**src/rtl/alu_pkg.sv**
```systemverilog
// Shared ALU definitions: opcodes, control type and skid-buffer occupancy states.
package alu_pkg;

  typedef logic [2:0] alu_ctrl_t;

  localparam alu_ctrl_t OP_ADD  = 3'b000;
  localparam alu_ctrl_t OP_SUB  = 3'b001;
  localparam alu_ctrl_t OP_AND  = 3'b010;
  localparam alu_ctrl_t OP_OR   = 3'b011;
  localparam alu_ctrl_t OP_XOR  = 3'b100;
  localparam alu_ctrl_t OP_SHL2 = 3'b101;
  localparam alu_ctrl_t OP_SHR2 = 3'b110;
  localparam alu_ctrl_t OP_INC  = 3'b111;

  typedef enum logic [1:0] {
    EMPTY = 2'd0,
    ONE   = 2'd1,
    FULL  = 2'd2
  } occ_t;

endpackage

```
**src/rtl/alu_skid_buffer.sv**
```systemverilog
// Generic 2-entry valid/ready skid buffer; in_ready and out_valid are registered.
module alu_skid_buffer
  import alu_pkg::*;
#(
  parameter int unsigned W = 8
) (
  input  logic         clk,
  input  logic         rst,
  input  logic         in_valid,
  output logic         in_ready,
  input  logic [W-1:0] in_data,
  output logic         out_valid,
  input  logic         out_ready,
  output logic [W-1:0] out_data
);

  occ_t         occ, occ_next;
  logic [W-1:0] skid;
  logic         push, pop;

  assign push = in_valid & in_ready;
  assign pop  = out_valid & out_ready;

  always_comb begin
    occ_next = occ;
    unique case (occ)
      EMPTY:   if (push) occ_next = ONE;
      ONE: begin
        if (push && !pop)      occ_next = FULL;
        else if (!push && pop) occ_next = EMPTY;
      end
      FULL:    if (pop) occ_next = ONE;
      default: occ_next = EMPTY;
    endcase
  end

  always_ff @(posedge clk or posedge rst) begin
    if (rst) begin
      occ       <= EMPTY;
      in_ready  <= 1'b1;
      out_valid <= 1'b0;
      out_data  <= '0;
      skid      <= '0;
    end else begin
      unique case (occ)
        EMPTY: if (push) out_data <= in_data;
        ONE: begin
          if (push && pop) out_data <= in_data;
          else if (push)   skid     <= in_data;
        end
        FULL:    if (pop) out_data <= skid;
        default: ;
      endcase
      occ       <= occ_next;
      // Both flags come from the next occupancy so they stay pure flops.
      in_ready  <= (occ_next != FULL);
      out_valid <= (occ_next != EMPTY);
    end
  end

endmodule

```
**src/rtl/alu_result_stage.sv**
```systemverilog
// Registered ALU result stage with skid buffer and saturating zero-result counter.
// Optional macro ALU_RES_PARITY_EN adds per-entry even parity on out_parity.
module alu_result_stage
  import alu_pkg::*;
#(
  parameter int unsigned N     = 32,
  parameter int unsigned CNT_W = 16
) (
  input  logic             clk,
  input  logic             rst,
  input  logic             in_valid,
  output logic             in_ready,
  input  logic [N-1:0]     in_result,
  input  logic             in_zero,
  input  alu_ctrl_t        in_control,
  output logic             out_valid,
  input  logic             out_ready,
  output logic [N-1:0]     out_result,
  output logic             out_zero,
  output logic             out_neg,
  output alu_ctrl_t        out_control,
`ifdef ALU_RES_PARITY_EN
  output logic             out_parity,
`endif
  output logic [CNT_W-1:0] zero_count
);

`ifdef ALU_RES_PARITY_EN
  localparam int unsigned PW = 1;
`else
  localparam int unsigned PW = 0;
`endif
  localparam int unsigned W = N + 5 + PW;

  logic [W-1:0] pack_in, pack_out;

`ifdef ALU_RES_PARITY_EN
  assign pack_in = {^in_result, in_result, in_zero, in_result[N-1], in_control};
  assign {out_parity, out_result, out_zero, out_neg, out_control} = pack_out;
`else
  assign pack_in = {in_result, in_zero, in_result[N-1], in_control};
  assign {out_result, out_zero, out_neg, out_control} = pack_out;
`endif

  alu_skid_buffer #(.W(W)) u_skid (
    .clk       (clk),
    .rst       (rst),
    .in_valid  (in_valid),
    .in_ready  (in_ready),
    .in_data   (pack_in),
    .out_valid (out_valid),
    .out_ready (out_ready),
    .out_data  (pack_out)
  );

  always_ff @(posedge clk or posedge rst) begin
    if (rst)
      zero_count <= '0;
    else if (in_valid && in_ready && in_zero && (zero_count != '1))
      zero_count <= zero_count + 1'b1;
  end

endmodule

```
**config.mk**
```make
export PLATFORM = sky130hd
export DESIGN_NAME = alu_result_stage
export DESIGN_NICKNAME = d
export VERILOG_FILES = /design/src/rtl/alu_pkg.sv /design/src/rtl/alu_skid_buffer.sv /design/src/rtl/alu_result_stage.sv
export SDC_FILE = /design/constraint.sdc
export NUM_CORES = 1
export LEC_CHECK = 0
export CORE_MARGIN = 4
export CORE_UTILIZATION = 40
export CTS_CLUSTER_DIAMETER = 30
export DETAILED_ROUTE_END_ITERATION = 8
export PLACE_DENSITY = 0.64
export SLEW_MARGIN = 20
export SYNTH_ARGS = -nofsm -noshare
export SYNTH_HDL_FRONTEND = slang
export SYNTH_SLANG_ARGS = --single-unit
export TNS_END_PERCENT = 20
```
**constraint.sdc**
```tcl
create_clock -name clk -period 4.35 [get_ports clk]
set_clock_uncertainty 0.05 [all_clocks]
set_input_delay 1.0875 -clock clk [delete_from_list [all_inputs] [get_ports clk]]
set_output_delay 1.0875 -clock clk [all_outputs]
set_load 0.05 [all_outputs]
```
==> flow_summary.yaml <==
setup_path:
  worstReg2RegStart: "u_skid.occ[1]"
  cp-end-kind: "flip-flop"
  crit_path_top_delay_cell: "o31a_2"
  critPathKind: "input port to flip-flop"
  r2r_end: "u_skid.out_data[6]"
  crit_arrival_ps: 3160
  cp_max_fo: 15
  crit_chain: "clkdlybuf4s50_1 > and3b_2 > o21bai_4 > o31a_2 > buf_4 > mux2_4"
  slowest_delay_ps: 500
  rrSetupSlack_ps: 2160
  critical_path_buf_inv_count: 2
  worstPathRequired_ps: 4540
  r2r_cells: 5
  start_kind: "input port"
  crit_family: "buffers and inverters"
clock_network:
  cts_max_path_buffers: 2
  post-cts-setup-buffers: 0
  clk_pin_slew_ps: 80
  htree_levels: 3
  cts_resized: 0
  cts_root_buffer: "clkbuf_8"
  cts_hold_buf: 0
  numCtsBuffers: 9
  clock_sinks: 92
  cts_tree: "built"
  clk_latency_ps: 350
global_routing:
  grt.met3_usage_pct: 3.261
  grt_use_met2_pct: 22.44
  grt_overflow_total: 0
  grt.total_usage_pct: 15.05
  grt_start_max_net_pins: 49
  grt_pass1_wl_um: 15080
  top_usage_layer: "met2"
  grtUsageMet1_pct: 21.71
  antenna_found_initial: 0
  grt_pass1_vias: 2966
sta:
  finalSetupTns_ps: 0
  finalCriticalPeriod_ps: 2975
  grt_setup_unrepaired: "no"
  max_clock_freq_ghz: 0.3361
  setup_ws_ps: 1375
  period_share_pct: 68.40
  worst_pin_slew_ps: 834.5
  maxSlewViolCount: 0
  setup_viol_count_final: 0
  hold_viol_final: 0
  slew_headroom_pct: 44.30
placement:
  place_ws_ps: 993.9
  gp_congestion: 0.7861
  place_area_sq_mm: 0.005335
  port_buffers: 94
  placed_cells: 582
  dpl.hpwl_um: 6165
synth:
  yosys.area.top_type: "dfrtp_1"
  synth-main-ff-cell: "dfrtp_1"
  ys.warnings.count: 0
  synth-edff-count: 0
  synth_top_area_share_pct: 53.06
  synth_area_leaders: "dfrtp_1 53%, mux2_2 11%, mux2_4 11%, nand2_1 10%, xor2_1 2.2%"
  synthArstFlopShare_pct: 100.0
  syn_inst: 363
  synthTopCellsByCount: "115 x nand2_1, 91 x dfrtp_1, 42 x mux2_2"
  syn_area_per_cell_sq_um: 11.82
  ys_seq_area_share_pct: 53.67
  synth_nets: 404
  syn_area_sq_mm: 0.004292
  synth_seq_cells: 92
  synth_cell_types: 43
  yosysMostFrequentCell: "nand2_1"
route:
  drtIter0Drc: 92
  totalWireLength_um: 8915
  drt-pass1-iter-count: 4
  postRouteAntennaNets: 0
  wire_per_inst_um: 14.91
  viasPerCell: 4.849
  drc: 0
  vias: 2900
power_and_ir_drop:
  pwr-share-comb_pct: 52.3
  p_clk_share_pct: 14.0
  p_sw_share_pct: 41.42
  p_seq_share_pct: 33.7
  p_int_mw: 2.610
  switching_power_mw: 1.846
  p_leak_nw: 2.613
  power_density_mw_per_mm2: 802.8
  ir_drop_uv: 478.9
worst_hold_path:
  holdPathStages: 1
  hold_start: "zero_count[15]"
  hp-class: "flip-flop to flip-flop"
  min_to: "zero_count[15]"
cells_and_area:
  multi_input_area_sq_mm: 0.001847
  drive_above_1_share_pct: 23.16
  seq_area_sq_mm: 0.002303
  final_area_sq_mm: 0.005550
  n_fill_cell: 922
  final_util_pct: 53.52
  num_antenna_cells: 0
  area_growth_syn_to_layout_pct: 29.33
  layout.cells.non_filler: 598
  fin_nets: 498
floorplan:
  coreArea_sq_mm: 0.01037
  start_util_pct: 41.39
  die_width_um: 111.6
  num_rows: 37
  pin_count: 95
  die_h_um: 111.6
  die-area_sq_mm: 0.01245
status:
  status: "completed"
job:
  cap_violations: 0
## cell families (layout without fill, tap and decap cells)
logic type,Yosys count,in the layout,share of synthesized area (%)
mux,73,73,21.87
xor+xnor,13,13,2.653
flops,92,92,53.67
buf+inv,21,120,3.411
compound gates,9,9,1.837
simple gates,154,154,16.27
fa+ha+maj,1,1,0.2915
## layout by cell type (no fill, tap or decap), types with 2 or more instances in the layout
| master | n |
|---|---|
| dfrtp_1 | 91 |
| bufinv_16 | 2 |
| xnor2_1 | 2 |
| mux2_4 | 31 |
| clkinv_2 | 4 |
| nor4_1 | 4 |
| o211ai_1 | 2 |
| nand4_1 | 2 |
| clkdlybuf4s50_1 | 94 |
| nand2_1 | 115 |
| mux2_2 | 42 |
| inv_1 | 3 |
| nor3_1 | 4 |
| xor2_1 | 11 |
| nor2_1 | 7 |
| nand4_2 | 2 |
| nand3_1 | 7 |
| clkbuf_8 | 9 |
| buf_4 | 5 |
## layout make-up
class	count	area share, %
sequential	92	41.50
multi-input combinational	250	33.27
timing repair buffer	100	17.99
tap	136	3.066
clock buffer	9	2.232
clock inverter	7	1.646
inverter	4	0.2931
## worst max path at each step
stage	slack, ps	endpoint	from	cells past startpoint
2_1_floorplan	820	u_skid.occ[0]	rst	1
3_3_place_gp	1010	u_skid.out_data[4]	in_valid	6
3_5_place_dp	990	u_skid.out_data[6]	in_valid	6
4_1_cts	1370	u_skid.out_data[2]	in_valid	6
5_1_grt	1290	u_skid.out_data[6]	in_valid	6
6_report	1370	u_skid.out_data[6]	in_valid	6
## stage by stage
step	hold WS, ps	power, mW
after floorplan	429.2	3.261
after global placement	436.1	3.829
after detailed placement	442.1	3.877
after CTS	457.9	4.504
after global routing	479.8	4.712
final	453.7	4.456
## flip-flops by register name, summed over array words and instances, names as in the netlist
name and cells:
zero_count 16, u_skid.skid 36, u_skid.in_ready 1, u_skid.out_data 36
u_skid.occ 2, u_skid.out_valid 1
## routing by layer
layer  vias up  share of wire, %
li1       1402                 -
met1      1404                48
met2        82                45
met3        12               5.5
met4         0               1.5
met5         -                 0
## power by group through the flow
stage / logic (mW) / clock network [mW] / registers (mW)
2_1_floorplan: 1.08 / 0 / 2.18
3_3_place_gp: 2.32 / 0 / 1.50
3_5_place_dp: 2.36 / 0 / 1.52
4_1_cts: 2.36 / 0.639 / 1.51
5_1_grt: 2.47 / 0.685 / 1.56
6_report: 2.33 / 0.625 / 1.50
Power figures use the tool's default switching activity.
